<file path="src/rtl/dbg_mem_sequencer.sv">
// Debug memory sequencer: assembles UART command frames, stalls the CPU, issues a
// single memory request and streams the response back to the UART transmitter.
module dbg_mem_sequencer #(
  parameter int DRAIN_CYCLES = 2,
  parameter int RESP_TIMEOUT = 15,
  parameter int BYTE_TIMEOUT = 65535
) (
  input  logic        clk,
  input  logic        reset,
  input  logic [7:0]  rx_data,
  input  logic        rx_valid,
  output logic [7:0]  tx_data,
  output logic        tx_start,
  input  logic        tx_busy,
  output logic        cpu_enable,
  output logic        write_mem_req,
  output logic        target_mem_type,
  output logic [8:0]  target_addr,
  output logic        rw_flag,
  output logic [31:0] uart_rx_data_in,
  input  logic [41:0] mem_tx_data_in,
  input  logic        mem_tx_data_ready,
  output logic        err_timeout
);

  localparam int CMAX_RB = (RESP_TIMEOUT > BYTE_TIMEOUT) ? RESP_TIMEOUT : BYTE_TIMEOUT;
  localparam int CMAX    = (DRAIN_CYCLES > CMAX_RB) ? DRAIN_CYCLES : CMAX_RB;
  localparam int CW      = $clog2(CMAX + 1);
  localparam logic [CW-1:0] CNT_ZERO   = {CW{1'b0}};
  localparam logic [CW-1:0] CNT_ONE    = CW'(1);
  localparam logic [CW-1:0] DRAIN_LAST = CW'(DRAIN_CYCLES - 1);
  localparam logic [CW-1:0] RESP_LAST  = CW'(RESP_TIMEOUT - 1);
  localparam logic [CW-1:0] BYTE_LAST  = CW'(BYTE_TIMEOUT - 1);

  typedef enum logic [3:0] {
    S_IDLE, S_HDR, S_DATA, S_HALT, S_REQ, S_WAIT, S_ACK, S_TX, S_RESUME
  } state_e;

  state_e        state_q, state_d;
  logic [CW-1:0] cnt_q, cnt_d;
  logic [2:0]    bcnt_q, bcnt_d;
  logic          hdr_rw_q, hdr_rw_d, hdr_type_q, hdr_type_d, hdr_a8_q, hdr_a8_d;
  logic [7:0]    addr_lo_q, addr_lo_d;
  logic [23:0]   wdata_q, wdata_d;
  logic [47:0]   shift_q, shift_d;
  logic [7:0]    tx_data_q, tx_data_d;
  logic          tx_start_q, tx_start_d;
  logic          cpu_enable_q, cpu_enable_d;
  logic          write_mem_req_q, write_mem_req_d;
  logic          target_mem_type_q, target_mem_type_d;
  logic [8:0]    target_addr_q, target_addr_d;
  logic          rw_flag_q, rw_flag_d;
  logic [31:0]   uart_rx_data_in_q, uart_rx_data_in_d;
  logic          err_timeout_q, err_timeout_d;

  // Frame parsing, access sequencing and response serialisation.
  always_comb begin
    state_d           = state_q;
    cnt_d             = cnt_q + CNT_ONE;
    bcnt_d            = bcnt_q;
    hdr_rw_d          = hdr_rw_q;
    hdr_type_d        = hdr_type_q;
    hdr_a8_d          = hdr_a8_q;
    addr_lo_d         = addr_lo_q;
    wdata_d           = wdata_q;
    shift_d           = shift_q;
    tx_data_d         = tx_data_q;
    tx_start_d        = 1'b0;
    target_mem_type_d = target_mem_type_q;
    target_addr_d     = target_addr_q;
    rw_flag_d         = rw_flag_q;
    uart_rx_data_in_d = uart_rx_data_in_q;
    err_timeout_d     = err_timeout_q;
    case (state_q)
      S_IDLE: begin
        cnt_d = CNT_ZERO;
        if (rx_valid) begin
          hdr_rw_d   = rx_data[7];
          hdr_type_d = rx_data[6];
          hdr_a8_d   = rx_data[0];
          state_d    = S_HDR;
        end else begin
          state_d = S_IDLE;
        end
      end
      S_HDR: begin
        if (rx_valid) begin
          cnt_d     = CNT_ZERO;
          addr_lo_d = rx_data;
          bcnt_d    = 3'd0;
          if (hdr_rw_q) begin
            state_d = S_DATA;
          end else begin
            state_d           = S_HALT;
            target_mem_type_d = hdr_type_q;
            target_addr_d     = {hdr_a8_q, rx_data};
            rw_flag_d         = 1'b0;
          end
        end else if (cnt_q == BYTE_LAST) begin
          cnt_d   = CNT_ZERO;
          state_d = S_IDLE;
        end else begin
          state_d = S_HDR;
        end
      end
      S_DATA: begin
        if (rx_valid) begin
          cnt_d   = CNT_ZERO;
          wdata_d = {wdata_q[15:0], rx_data};
          if (bcnt_q == 3'd3) begin
            state_d           = S_HALT;
            target_mem_type_d = hdr_type_q;
            target_addr_d     = {hdr_a8_q, addr_lo_q};
            rw_flag_d         = 1'b1;
            uart_rx_data_in_d = {wdata_q, rx_data};
          end else begin
            bcnt_d = bcnt_q + 3'd1;
          end
        end else if (cnt_q == BYTE_LAST) begin
          cnt_d   = CNT_ZERO;
          state_d = S_IDLE;
        end else begin
          state_d = S_DATA;
        end
      end
      S_HALT: begin
        if (cnt_q == DRAIN_LAST) begin
          cnt_d   = CNT_ZERO;
          state_d = S_REQ;
        end else begin
          state_d = S_HALT;
        end
      end
      S_REQ: begin
        cnt_d   = CNT_ZERO;
        state_d = rw_flag_q ? S_ACK : S_WAIT;
      end
      S_WAIT: begin
        // A ready pulse on the final timeout cycle still wins over the error.
        if (mem_tx_data_ready) begin
          shift_d = {6'b000000, mem_tx_data_in};
          bcnt_d  = 3'd6;
          state_d = S_TX;
        end else if (cnt_q == RESP_LAST) begin
          err_timeout_d = 1'b1;
          shift_d       = {8'hEE, 40'h00_0000_0000};
          bcnt_d        = 3'd1;
          state_d       = S_TX;
        end else begin
          state_d = S_WAIT;
        end
      end
      S_ACK: begin
        shift_d = {8'hA5, 40'h00_0000_0000};
        bcnt_d  = 3'd1;
        state_d = S_TX;
      end
      S_TX: begin
        if (!tx_busy && !tx_start_q) begin
          tx_start_d = 1'b1;
          tx_data_d  = shift_q[47:40];
          shift_d    = {shift_q[39:0], 8'h00};
          bcnt_d     = bcnt_q - 3'd1;
          state_d    = (bcnt_q == 3'd1) ? S_RESUME : S_TX;
        end else begin
          state_d = S_TX;
        end
      end
      S_RESUME: begin
        cnt_d   = CNT_ZERO;
        state_d = S_IDLE;
      end
      default: begin
        cnt_d   = CNT_ZERO;
        state_d = S_IDLE;
      end
    endcase
    cpu_enable_d    = (state_d == S_IDLE) || (state_d == S_HDR) || (state_d == S_DATA);
    write_mem_req_d = (state_d == S_REQ);
  end

  // State and registered outputs; reset aborts any access and releases the CPU.
  always_ff @(posedge clk or posedge reset) begin
    if (reset) begin
      state_q           <= S_IDLE;
      cnt_q             <= CNT_ZERO;
      bcnt_q            <= 3'd0;
      hdr_rw_q          <= 1'b0;
      hdr_type_q        <= 1'b0;
      hdr_a8_q          <= 1'b0;
      addr_lo_q         <= 8'h00;
      wdata_q           <= 24'h00_0000;
      shift_q           <= 48'h0000_0000_0000;
      tx_data_q         <= 8'h00;
      tx_start_q        <= 1'b0;
      cpu_enable_q      <= 1'b1;
      write_mem_req_q   <= 1'b0;
      target_mem_type_q <= 1'b0;
      target_addr_q     <= 9'h000;
      rw_flag_q         <= 1'b0;
      uart_rx_data_in_q <= 32'h0000_0000;
      err_timeout_q     <= 1'b0;
    end else begin
      state_q           <= state_d;
      cnt_q             <= cnt_d;
      bcnt_q            <= bcnt_d;
      hdr_rw_q          <= hdr_rw_d;
      hdr_type_q        <= hdr_type_d;
      hdr_a8_q          <= hdr_a8_d;
      addr_lo_q         <= addr_lo_d;
      wdata_q           <= wdata_d;
      shift_q           <= shift_d;
      tx_data_q         <= tx_data_d;
      tx_start_q        <= tx_start_d;
      cpu_enable_q      <= cpu_enable_d;
      write_mem_req_q   <= write_mem_req_d;
      target_mem_type_q <= target_mem_type_d;
      target_addr_q     <= target_addr_d;
      rw_flag_q         <= rw_flag_d;
      uart_rx_data_in_q <= uart_rx_data_in_d;
      err_timeout_q     <= err_timeout_d;
    end
  end

  assign tx_data         = tx_data_q;
  assign tx_start        = tx_start_q;
  assign cpu_enable      = cpu_enable_q;
  assign write_mem_req   = write_mem_req_q;
  assign target_mem_type = target_mem_type_q;
  assign target_addr     = target_addr_q;
  assign rw_flag         = rw_flag_q;
  assign uart_rx_data_in = uart_rx_data_in_q;
  assign err_timeout     = err_timeout_q;

endmodule
</file>
<file path="config.mk">
export PLATFORM = sky130hd
export DESIGN_NAME = dbg_mem_sequencer
export DESIGN_NICKNAME = d
export VERILOG_FILES = /design/src/rtl/dbg_mem_sequencer.sv
export SDC_FILE = /design/constraint.sdc
export NUM_CORES = 1
export LEC_CHECK = 0
export CORE_UTILIZATION = 58
export DETAILED_ROUTE_END_ITERATION = 16
export PLACE_DENSITY = 0.9
export SKIP_CTS_REPAIR_TIMING = 1
export SYNTH_ARGS = -nofsm -noshare
export SYNTH_HDL_FRONTEND = slang
export SYNTH_SLANG_ARGS = --single-unit
</file>
<file path="constraint.sdc">
create_clock -name clk -period 9.2 [get_ports clk]
set_input_delay 1.84 -clock clk [delete_from_list [all_inputs] [get_ports clk]]
set_output_delay 1.84 -clock clk [all_outputs]
set_load 0.03 [all_outputs]
</file>
==> impl_metrics.yaml <==
outcome:
  status: "finished clean"
global_routing:
  grt_overflow: 0
  grt_usage_pct: 26.15
  grt_pass1_wl_mm: 25.66
  grt_pass1_vias: 5119
  antenna_found_initial: 0
  grt_max_degree: 91
yosys:
  syn_inst: 590
  seq_area_frac_synth_pct: 56.43
  synth-edff-count: 0
  synthArstFlopShare_pct: 100.0
  synthFlopType: "dfrtp_1"
  syn_avg_cell_area_um2: 12.10
  synth_area_um2: 7142
  synthTopCellsByArea: "dfrtp_1 56%, mux2_2 11%, a221oi_2 5.9%, nor2_1 4.5%, nand2_1 2.4%"
  yosys_warnings: 0
  synth_common_cells: "160 x dfrtp_1, 86 x nor2_1, 69 x mux2_2"
  synth-seq-cells: 161
  yosysMostFrequentCell: "dfrtp_1"
  syn-num-nets: 652
  synth_top_area_cell: "dfrtp_1"
  synth_cell_types: 57
  synth_top_area_share_pct: 56.06
timing:
  setup-violations-final: 0
  max_freq_mhz: 272.4
  min_period_ns: 3.671
  period_share_pct: 39.90
  worstMarginPinSlew_ns: 1.155
  finalSetupTns_ns: 0
  skew_ns: 0.005880
  hold_viol_final: 0
  maxSlewViolCount: 0
  slew-limit-headroom_pct: 22.97
  rsz0062_at_grt: "no"
route:
  vias_per_cell: 5.876
  drt_iter0_markers: 335
  ant_nets: 0
  wl_per_cell_um: 18.17
  vias: 4977
  remaining_drc_errors: 0
  routed_wl_mm: 15.39
  dr.pass1.iters: 6
floorplan:
  start_util_pct: 59.46
  fp-row-count: 40
  die-height_um: 113.0
  io_pins: 110
  die_x_um: 113.0
  core_um2: 12010
  dieArea_um2: 12760
power:
  powerDensity_nw_per_um2: 330.9
  p_total_mw: 2.937
  power_leakage_nw: 4.005
  vdd_drop_max_uv: 176.0
placement:
  dp_hpwl_mm: 9.820
  portBuffers: 109
  placed_cells: 815
  place_congestion: 0.8148
min_path:
  hold_class: "flop to flop"
setup_path:
  arrival_ns: 3.93
  cp-start-kind: "input port"
  path_class: "input port to flop"
  crit_required_ns: 9.46
  critPathMaxFanout: 54
  end_kind: "flop"
finish:
  n_antenna_cell: 0
  drive_gt1_share_pct: 21.14
  final_nets: 749
  final_cells: 847
  area_growth_pct: 24.28
cts:
  insertion_delay_ns: 0.42
  clockBufferDepth: 2
  clock-sinks: 161
  htree_levels: 4
  root_buffer: "clkbuf_16"
  cts_tree: "yes"
  numCtsBuffers: 17
  path_clk_slew_ns: 0.06
run:
  cap_viol_max_count: 0
logic make-up (layout without fill, tap and decap cells):
family | after synthesis | in the layout | synth area share, %
buf+inv | 47 | 157 | 3.224
flops | 161 | 161 | 56.43
fa+ha+maj | 7 | 7 | 1.226
simple gates | 188 | 188 | 12.58
mux | 89 | 89 | 13.86
xor+xnor | 14 | 14 | 1.717
compound gates | 84 | 84 | 10.97
sequential cells by signal, indices dropped and copies added, names as in the netlist, 3 cells and up:
signal	cells
wdata_q	24
uart_rx_data_in	32
cnt_q	16
bcnt_q	3
state_q	4
addr_lo_q	8
shift_q	48
target_addr	9
tx_data	8
placed cells by master (no fill, tap or decap), types with 3 or more instances in the layout:
| cell type | n |
|---|---|
| clkdlybuf4s50_1 | 109 |
| and4_1 | 4 |
| xnor2_1 | 3 |
| clkinvlp_4 | 5 |
| inv_6 | 3 |
| nand3_1 | 20 |
| xor2_1 | 11 |
| mux2i_1 | 10 |
| o21ai_0 | 7 |
| a21oi_1 | 10 |
| and3_1 | 7 |
| clkinv_4 | 5 |
| nand2_1 | 46 |
| mux2_1 | 10 |
| a221oi_1 | 4 |
| nor2_1 | 86 |
| a221oi_2 | 28 |
| ha_1 | 7 |
| buf_4 | 6 |
| mux2_2 | 69 |
| a31oi_1 | 3 |
| inv_1 | 9 |
| clkbuf_16 | 17 |
| nand4_1 | 5 |
| o21ai_1 | 14 |
| dfrtp_1 | 160 |
routing by layer:
metal / track usage (%) / vias up / share of wire (%)
met5: 0 / - / 0
met4: 9.912 / 0 / 2.1
met3: 6.052 / 26 / 4.6
met2: 46.83 / 167 / 54
met1: 30.74 / 2494 / 40
li1: - / 2290 / -
worst max-delay path: stages:
cell,delay [ns]
clkdlybuf4s50_1,0.64
nor2_1,0.14
a211o_2,0.77
a221oi_1,0.45
a21oi_1,0.08
power by group:
group | internal [mW] | leakage, nW | switching, mW
Sequential | 0.971 | 2.06 | 0.203
Clock | 0.382 | 0.265 | 0.287
Combinational | 0.470 | 1.68 | 0.623
metrics by stage:
step           instance area, um^2  worst slack [ns]  util (%)  hold WS, ns
2_1_floorplan                 7142             3.013         -       0.4500
3_3_place_gp                  8303             5.232     69.13       0.4540
3_5_place_dp                  8303             5.149     69.13       0.4648
4_1_cts                       8876             5.531     73.90       0.4754
5_1_grt                       8876             5.408     73.90       0.4937
6_report                      8876             5.529     73.90       0.4705
area by class of cell:
type / instances / area, um^2
sequential: 161 / 4030
fill: 775 / 3136
multi-input combinational: 382 / 2910
timing repair buffer: 115 / 1136
clock buffer: 18 / 439.2
tap: 147 / 183.9
clock inverter: 14 / 133.9
inverter: 10 / 42.54
path summary, 6_finish.rpt:
path                                          from                       to  slack (ns)  cells past startpoint
setup / recovery                 mem_tx_data_ready  shift_q[32]$_DFFE_PP0P_        5.53                      5
hold / removal             err_timeout$_DFFE_PP0P_  err_timeout$_DFFE_PP0P_        0.47                      2
setup reg to reg              state_q[1]$_DFF_PP0_  wdata_q[23]$_DFFE_PP0P_        5.95                      3
hold reg to reg            err_timeout$_DFFE_PP0P_  err_timeout$_DFFE_PP0P_        0.47                      2
max in group asynchronous                    reset     state_q[1]$_DFF_PP0_        5.75                      3
min in group asynchronous                    reset   hdr_type_q$_DFFE_PP0P_        1.90                      2
(Power assumes the default switching activity.)
